**config.mk**
```make
export PLATFORM = sky130hd
export DESIGN_NAME = poly_coef_bank_flat
export DESIGN_NICKNAME = d
export VERILOG_FILES = /design/src/rtl/poly_coef_bank_pkg.sv /design/src/rtl/poly_coef_bank_if.sv /design/src/rtl/poly_coef_bank.sv /design/src/flat_wrapper.sv
export SDC_FILE = /design/constraint.sdc
export NUM_CORES = 1
export LEC_CHECK = 0
export CAP_MARGIN = 20
export CORE_ASPECT_RATIO = 0.7
export CORE_MARGIN = 2
export CORE_UTILIZATION = 65
export CTS_CLUSTER_SIZE = 24
export DETAILED_ROUTE_END_ITERATION = 10
export PLACE_DENSITY_LB_ADDON = 0.25
export SETUP_SLACK_MARGIN = 0.05
export SYNTH_ARGS = -nofsm -noshare
export SYNTH_HDL_FRONTEND = slang
export SYNTH_SLANG_ARGS = --single-unit
```
**constraint.sdc**
```tcl
create_clock -name clk -period 31.5 [get_ports clk]
set_input_delay 6.3 -clock clk [delete_from_list [all_inputs] [get_ports clk]]
set_output_delay 6.3 -clock clk [all_outputs]
set_load 0.01 [all_outputs]
```
**src/rtl/poly_coef_bank_pkg.sv**
```systemverilog
// Shared types for the polynomial coefficient bank and its estimator:
// float32 word type, bank-loader state encoding and tap-address width helper.
package poly_coef_bank_pkg;

  localparam int C_FP_DWIDTH = 32;

  typedef logic [C_FP_DWIDTH-1:0] float_t;

  typedef enum logic [1:0] {
    SM_IDLE        = 2'd0,
    SM_LOAD        = 2'd1,
    SM_COMMIT_WAIT = 2'd2
  } coef_bank_state_t;

  // Address width for a bank of order+1 taps; never narrower than one bit.
  function automatic int tap_awidth(input int order);
    return (order < 1) ? 1 : $clog2(order + 1);
  endfunction

endpackage

```
**src/rtl/poly_coef_bank_if.sv**
```systemverilog
// Tap-load, tap-read and status signals between a coefficient writer/estimator
// (master) and the coefficient bank (slave).
interface poly_coef_bank_if
  import poly_coef_bank_pkg::*;
#(
  parameter int G_POLY_ORDER = 5
);
  localparam int C_AWIDTH = tap_awidth(G_POLY_ORDER);

  logic                enable;
  float_t              coef_din;
  logic                coef_din_valid;
  logic                coef_din_last;
  logic                coef_din_ready;
  logic                eval_busy;
  logic [C_AWIDTH-1:0] tap_rd_addr;
  float_t              tap_rd_data;
  logic                coefs_valid;
  logic                bank_swapped;
  logic                load_error;

  modport master (
    output enable, coef_din, coef_din_valid, coef_din_last, eval_busy, tap_rd_addr,
    input  coef_din_ready, tap_rd_data, coefs_valid, bank_swapped, load_error
  );

  modport slave (
    input  enable, coef_din, coef_din_valid, coef_din_last, eval_busy, tap_rd_addr,
    output coef_din_ready, tap_rd_data, coefs_valid, bank_swapped, load_error
  );

endinterface

```
**src/rtl/poly_coef_bank.sv**
```systemverilog
// Double-buffered float32 tap store: loads a shadow bank, swaps it active only while
// the estimator is idle, and serves registered 1-cycle reads of the active bank.
module poly_coef_bank
  import poly_coef_bank_pkg::*;
#(
  parameter int G_POLY_ORDER = 5
) (
  input  logic             clk,
  input  logic             reset,
  poly_coef_bank_if.slave  io_bus
);

  localparam int                  C_AWIDTH = tap_awidth(G_POLY_ORDER);
  localparam logic [C_AWIDTH-1:0] C_LAST   = C_AWIDTH'(G_POLY_ORDER);

  coef_bank_state_t    r_state;
  logic [C_AWIDTH-1:0] r_wr_ptr;
  logic                r_active_sel;
  float_t              r_bank0 [0:G_POLY_ORDER];
  float_t              r_bank1 [0:G_POLY_ORDER];
  float_t              r_rd_data;
  logic                r_coefs_valid;
  logic                r_bank_swapped;
  logic                r_load_error;

  coef_bank_state_t    w_state_nxt;
  logic [C_AWIDTH-1:0] w_wr_ptr_nxt;
  logic                w_ready;
  logic                w_accept;
  logic                w_swap;
  logic                w_err;
  logic                w_ptr_at_last;
  logic                w_addr_ok;
  logic [C_AWIDTH-1:0] w_rd_idx;
  float_t              w_active_word;

  assign w_ptr_at_last = (r_wr_ptr == C_LAST);
  assign w_addr_ok     = (io_bus.tap_rd_addr <= C_LAST);
  assign w_rd_idx      = w_addr_ok ? io_bus.tap_rd_addr : '0;
  assign w_active_word = r_active_sel ? r_bank1[w_rd_idx] : r_bank0[w_rd_idx];

  // enable=0 overrides every state; ready is gated so no word is taken during an abort.
  always_comb begin
    w_state_nxt  = r_state;
    w_wr_ptr_nxt = r_wr_ptr;
    w_ready      = 1'b0;
    w_accept     = 1'b0;
    w_swap       = 1'b0;
    w_err        = 1'b0;
    if (!io_bus.enable) begin
      w_state_nxt  = SM_IDLE;
      w_wr_ptr_nxt = '0;
    end else begin
      case (r_state)
        SM_IDLE: w_state_nxt = SM_LOAD;
        SM_LOAD: begin
          w_ready  = 1'b1;
          w_accept = io_bus.coef_din_valid;
          if (w_accept) begin
            if (io_bus.coef_din_last && w_ptr_at_last) begin
              w_wr_ptr_nxt = '0;
              w_state_nxt  = SM_COMMIT_WAIT;
            end else if (io_bus.coef_din_last || w_ptr_at_last) begin
              w_err        = 1'b1;
              w_wr_ptr_nxt = '0;
            end else begin
              w_wr_ptr_nxt = r_wr_ptr + C_AWIDTH'(1);
            end
          end
        end
        SM_COMMIT_WAIT: begin
          if (!io_bus.eval_busy) begin
            w_swap      = 1'b1;
            w_state_nxt = SM_LOAD;
          end
        end
        default: w_state_nxt = SM_IDLE;
      endcase
    end
  end

  always_ff @(posedge clk or posedge reset) begin
    if (reset) begin
      r_state        <= SM_IDLE;
      r_wr_ptr       <= '0;
      r_active_sel   <= 1'b0;
      r_rd_data      <= '0;
      r_coefs_valid  <= 1'b0;
      r_bank_swapped <= 1'b0;
      r_load_error   <= 1'b0;
      for (int i = 0; i <= G_POLY_ORDER; i++) begin
        r_bank0[i] <= '0;
        r_bank1[i] <= '0;
      end
    end else begin
      r_state        <= w_state_nxt;
      r_wr_ptr       <= w_wr_ptr_nxt;
      r_bank_swapped <= w_swap;
      r_load_error   <= w_err;
      r_rd_data      <= w_addr_ok ? w_active_word : '0;
      if (w_swap) begin
        r_active_sel  <= ~r_active_sel;
        r_coefs_valid <= 1'b1;
      end
      // The shadow bank is whichever one is not active.
      if (w_accept) begin
        if (r_active_sel) r_bank0[r_wr_ptr] <= io_bus.coef_din;
        else              r_bank1[r_wr_ptr] <= io_bus.coef_din;
      end
    end
  end

  assign io_bus.coef_din_ready = w_ready;
  assign io_bus.tap_rd_data    = r_rd_data;
  assign io_bus.coefs_valid    = r_coefs_valid;
  assign io_bus.bank_swapped   = r_bank_swapped;
  assign io_bus.load_error     = r_load_error;

endmodule

```
**src/flat_wrapper.sv**
```systemverilog
// flat-port wrapper written by rule: the top's interface ports become plain ports
module poly_coef_bank_flat import poly_coef_bank_pkg::*;
#(
  parameter int G_POLY_ORDER = 5
)
  (clk, reset, io_bus_enable, io_bus_coef_din, io_bus_coef_din_valid, io_bus_coef_din_last, io_bus_eval_busy, io_bus_tap_rd_addr, io_bus_coef_din_ready, io_bus_tap_rd_data, io_bus_coefs_valid, io_bus_bank_swapped, io_bus_load_error);
  poly_coef_bank_if #(.G_POLY_ORDER(G_POLY_ORDER)) io_bus_i ();
  input  logic clk;
  input  logic reset;
  input wire logic [$bits(io_bus_i.enable)-1:0] io_bus_enable;
  input wire logic [$bits(io_bus_i.coef_din)-1:0] io_bus_coef_din;
  input wire logic [$bits(io_bus_i.coef_din_valid)-1:0] io_bus_coef_din_valid;
  input wire logic [$bits(io_bus_i.coef_din_last)-1:0] io_bus_coef_din_last;
  input wire logic [$bits(io_bus_i.eval_busy)-1:0] io_bus_eval_busy;
  input wire logic [$bits(io_bus_i.tap_rd_addr)-1:0] io_bus_tap_rd_addr;
  output wire logic [$bits(io_bus_i.coef_din_ready)-1:0] io_bus_coef_din_ready;
  output wire logic [$bits(io_bus_i.tap_rd_data)-1:0] io_bus_tap_rd_data;
  output wire logic [$bits(io_bus_i.coefs_valid)-1:0] io_bus_coefs_valid;
  output wire logic [$bits(io_bus_i.bank_swapped)-1:0] io_bus_bank_swapped;
  output wire logic [$bits(io_bus_i.load_error)-1:0] io_bus_load_error;
  assign io_bus_i.enable = io_bus_enable;
  assign io_bus_i.coef_din = io_bus_coef_din;
  assign io_bus_i.coef_din_valid = io_bus_coef_din_valid;
  assign io_bus_i.coef_din_last = io_bus_coef_din_last;
  assign io_bus_i.eval_busy = io_bus_eval_busy;
  assign io_bus_i.tap_rd_addr = io_bus_tap_rd_addr;
  assign io_bus_coef_din_ready = io_bus_i.coef_din_ready;
  assign io_bus_tap_rd_data = io_bus_i.tap_rd_data;
  assign io_bus_coefs_valid = io_bus_i.coefs_valid;
  assign io_bus_bank_swapped = io_bus_i.bank_swapped;
  assign io_bus_load_error = io_bus_i.load_error;
  poly_coef_bank #(.G_POLY_ORDER(G_POLY_ORDER)) u_core (.clk(clk), .reset(reset), .io_bus(io_bus_i));
endmodule
```
==> Implementation_results.wiki <==
{| class="wikitable"
! Metric !! Value
|-
| Run status || complete, no violations
|-
| Clock H-tree levels || 2
|-
| Number of pins exceeding their max-slew limit in the final report || 0
|-
| Number of enable-type register cells in the synthesized netlist || 0
|-
| # fillers || 1,839
|-
| Number of design-rule violations left by the first detailed-router iteration || 913
|-
| Clk root buf || sky130_fd_sc_hd__clkbuf_16
|-
| Number of vias per cell || 6.51
|-
| Worst vdd rail ir drop || 41.5 uV
|-
| Worst path required time || 25.20 ns
|-
| Slew of the pin with the lowest slew margin || 1.01 ns
|-
| CTS max path bufs || 3
|-
| Unrepaired setup endpoints after global routing || no
|-
| Yosys warnings || 0
|-
| Delay of the slowest cell on the worst path || 0.70 ns
|-
| Routed Wire Length || 44.8 mm
|-
| Synth Net Count || 1,414
|-
| Fraction of the mapped netlist area in adder cells || 0.262%
|-
| Top cell type's share of synthesized area || 55.6%
|-
| PortBufs || 76
|-
| Pwr Density || 53.6 nW/um^2
|-
| Total gr overflow || 0
|-
| Worst slack after detailed placement || 17.44 ns
|-
| Remaining DRCs || 0
|-
| Time the final worst path needs with I/O delays and setup || 14.06 ns
|-
| Predominant post-synthesis flop cell || sky130_fd_sc_hd__dfrtp_1
|-
| Row cnt || 52
|-
| Distinct cells, synth || 47
|-
| Count of endpoints failing hold in the final timing report || 0
|-
| Total die area || 30,900 um^2
|-
| Launching element type of the critical path || input port
|-
| Synthesized-area fraction occupied by ao, oa, aoi and oai cells || 6.25%
|-
| Total inserted antenna cells || 0
|-
| Vias after detailed routing || 11,700
|-
| Clock latency of the later-clocked register in the worst-skew pair || 0.54 ns
|-
| Cell accounting for the most synthesized area || sky130_fd_sc_hd__dfrtp_1
|-
| Final HPWL from detailed placement || 24.8 mm
|-
| Setup WS post-layout || 17.44 ns
|-
| Final period util || 44.6%
|-
| Max Cap Violations || 0
|-
| Critical path type || input port to output port
|-
| Multiplexer area fraction after synthesis || 31.8%
|-
| Total standard cell area after synthesis || 19,100 um^2
|-
| Number of antenna violations at the first check in global routing || 2
|-
| Peak fanout along the critical path || 10
|-
| TritonCTS clock tree || built
|-
| Part of the Yosys area used for sequential elements || 55.6%
|-
| Post-CTS clock slew at the launch and capture registers of the worst setup and hold paths || 0.06 ns
|-
| Detailed Routing Iterations Pass 1 || 6
|-
| Commonest non-fill, non-tap cell in the layout || sky130_fd_sc_hd__dfrtp_1
|-
| Most frequent cells in the layout || 425 x sky130_fd_sc_hd__dfrtp_1, 379 x sky130_fd_sc_hd__mux2_2, 88 x sky130_fd_sc_hd__mux2i_1, 73 x sky130_fd_sc_hd__clkdlybuf4s50_1, 63 x sky130_fd_sc_hd__o21ai_0
|-
| Clock Skew || 0.0154 ns
|-
| Number of standard cells after synthesis || 1,369
|-
| Global-route wire length before repair || 70.7 mm
|-
| Number of ports placed on the die boundary || 77
|-
| Simple-gate area share of the yosys netlist || 2.97%
|-
| Routed len/inst || 25.0 um
|-
| Clock sink count || 425
|-
| Post-CTS Hold Buffers || 0
|-
| GR Util All Layers || 30.0%
|-
| Worst endpoint data arrival time || 7.76 ns
|-
| Most used cell, CP || sky130_fd_sc_hd__clkdlybuf4s50_1
|-
| Die Y || 148 um
|-
| Standby leakage power || 10.5 nW
|-
| PnR Total Power || 1.15 mW
|-
| Sequential cell area in the final layout || 10,600 um^2
|-
| X dimension of the die || 209 um
|-
| Worst max-slew margin expressed relative to the limit || 32.8%
|-
| Master of the slowest instance on the critical path || sky130_fd_sc_hd__clkdlybuf4s50_1
|-
| Total Nets Final || 1,431
|-
| Share of flip-flops with an asynchronous set or reset || 100%
|-
| Non-Filler Cell Area, Final || 21,400 um^2
|-
| XOR/XNOR share of the synthesized area || 0.0458%
|-
| Series of cell instances along the critical path || clkdlybuf4s50_1 -> and3b_1 -> clkdlybuf4s50_1
|-
| Setup violation total in the final timing report || 0
|-
| Achievable clock frequency || 0.0711 GHz
|-
| Pin count of the biggest net entering global routing || 186
|-
| Ranking of synthesized cells by area || sky130_fd_sc_hd__dfrtp_1 56%, sky130_fd_sc_hd__mux2_2 22%, sky130_fd_sc_hd__mux2i_1 4.6%, sky130_fd_sc_hd__mux2_4 2.4%, sky130_fd_sc_hd__mux4_2 2.0%
|-
| Fin Setup TNS || 0 ns
|-
| Number of setup buffers added after CTS || 0
|-
| Num CTS Buffers || 40
|-
| Placement Cell Area || 20,100 um^2
|-
| Starting utilization of the core area || 66.1%
|-
| Post-synthesis area per instance || 14.0 um^2
|-
| Combinational family with the most area after synthesis || multiplexers
|-
| Multi-input gate area in the final layout || 7980 um^2
|-
| Worst hold slack across all endpoints || 0.471 ns
|-
| Type of the tightest min-delay check || flop to flop
|-
| ANT nets after route || 0
|-
| Placer's final routability congestion estimate || 0.759
|-
| CORE AREA || 29,000 um^2
|-
| Post-synthesis to final-layout area growth || 11.9%
|-
| Nature of the critical path endpoint || output port
|-
| Synth Register Bits || 425
|-
| Number of cells upsized or downsized after cts || 0
|-
| Fraction of final layout cells with drive strength greater than 1 || 38.1%
|-
| Number of global-route vias before repair || 12,000
|}
[kinds of logic (layout without fill, tap and decap cells)]
kind of cell             count (synthesis)  after routing
multiplexers                           523            523
flip-flops                             425            425
AO/OA/AOI/OAI                          172            172
buffers and inverters                  135            180
AND/OR/NAND/NOR                        109            109
adder cells (fa/ha/maj)                  4              4
XOR/XNOR                                 1              1
[flip-flops by register name, summed over array words and instances, names as in the netlist]
| register | cells |
|---|---|
| u_core.io_bus.bank_swapped | 1 |
| u_core.io_bus.load_error | 1 |
| u_core.r_wr_ptr | 3 |
| u_core.r_active_sel | 1 |
| u_core.r_bank1 | 192 |
| u_core.r_bank0 | 192 |
| u_core.io_bus.tap_rd_data | 32 |
| u_core.io_bus.coefs_valid | 1 |
| u_core.r_state | 2 |
[Yosys cell counts (all sizes together), types with 7 or more instances]
| master | count |
|---|---|
| o221ai | 11 |
| a221oi | 43 |
| mux2i | 88 |
| dfrtp | 425 |
| o21ai | 64 |
| mux4 | 17 |
| buf | 60 |
| inv | 7 |
| a21oi | 15 |
| nand2 | 45 |
| nor3 | 14 |
| clkbuf | 67 |
| a22o | 12 |
| a22oi | 9 |
| nor2b | 8 |
| mux2 | 418 |
| nor2 | 13 |
[cell type report]
class,instances,share of cell area (%)
timing repair buffer,102,4.49
clock buffer,56,5.43
multi-input combinational,809,37.2
clock inverter,14,0.818
inverter,8,0.175
tap,378,2.21
sequential,425,49.6
[per-layer routing]
layer / vias up / GRT usage [%] / share of wire, %
li1: 5034 / - / -
met1: 6250 / 44.3 / 47
met2: 309 / 47.0 / 46
met3: 69 / 5.50 / 5.3
met4: 2 / 6.93 / 1.8
met5: - / 0 / 0.029
[power breakdown]
group | leakage (nW) | internal [mW] | switching, mW | total (mW)
Combinational | 4.01 | 0.0336 | 0.0448 | 0.0784
Sequential | 5.83 | 0.566 | 0.0113 | 0.577
Clock | 0.659 | 0.290 | 0.203 | 0.494
[metrics by stage]
| stage | util (%) | instances |
|---|---|---|
| detailed placement | 69.4 | 1722 |
| CTS | 74.0 | 1792 |
| finish | 74.0 | 1792 |
| floorplan | - | 1369 |
| global route | 74.0 | 1792 |
| global placement | 69.4 | 1722 |
[worst max-delay path: cells and delay by family]
kind / cells / cell delay [ns]
AND/OR/NAND/NOR: 1 / 0.21
buffers and inverters: 2 / 1.24
[worst paths after layout]
check	startpoint	to	slack [ns]	cells after the start
worst max register to register	u_core.r_active_sel$_DFFE_PP0P_	u_core.r_bank1[54]$_DFFE_PP0P_	28.16	7
worst max-delay path	io_bus_enable	io_bus_coef_din_ready	17.44	3
max in group asynchronous	reset	u_core.r_bank0[167]$_DFFE_PP0P_	23.70	3
worst min register to register	u_core.io_bus.coefs_valid$_DFFE_PP0P_	u_core.io_bus.coefs_valid$_DFFE_PP0P_	0.47	1
worst min-delay path	u_core.io_bus.coefs_valid$_DFFE_PP0P_	u_core.io_bus.coefs_valid$_DFFE_PP0P_	0.47	1
min in group asynchronous	reset	u_core.r_bank0[152]$_DFFE_PP0P_	6.30	2
Power figures use the tool's default switching activity.
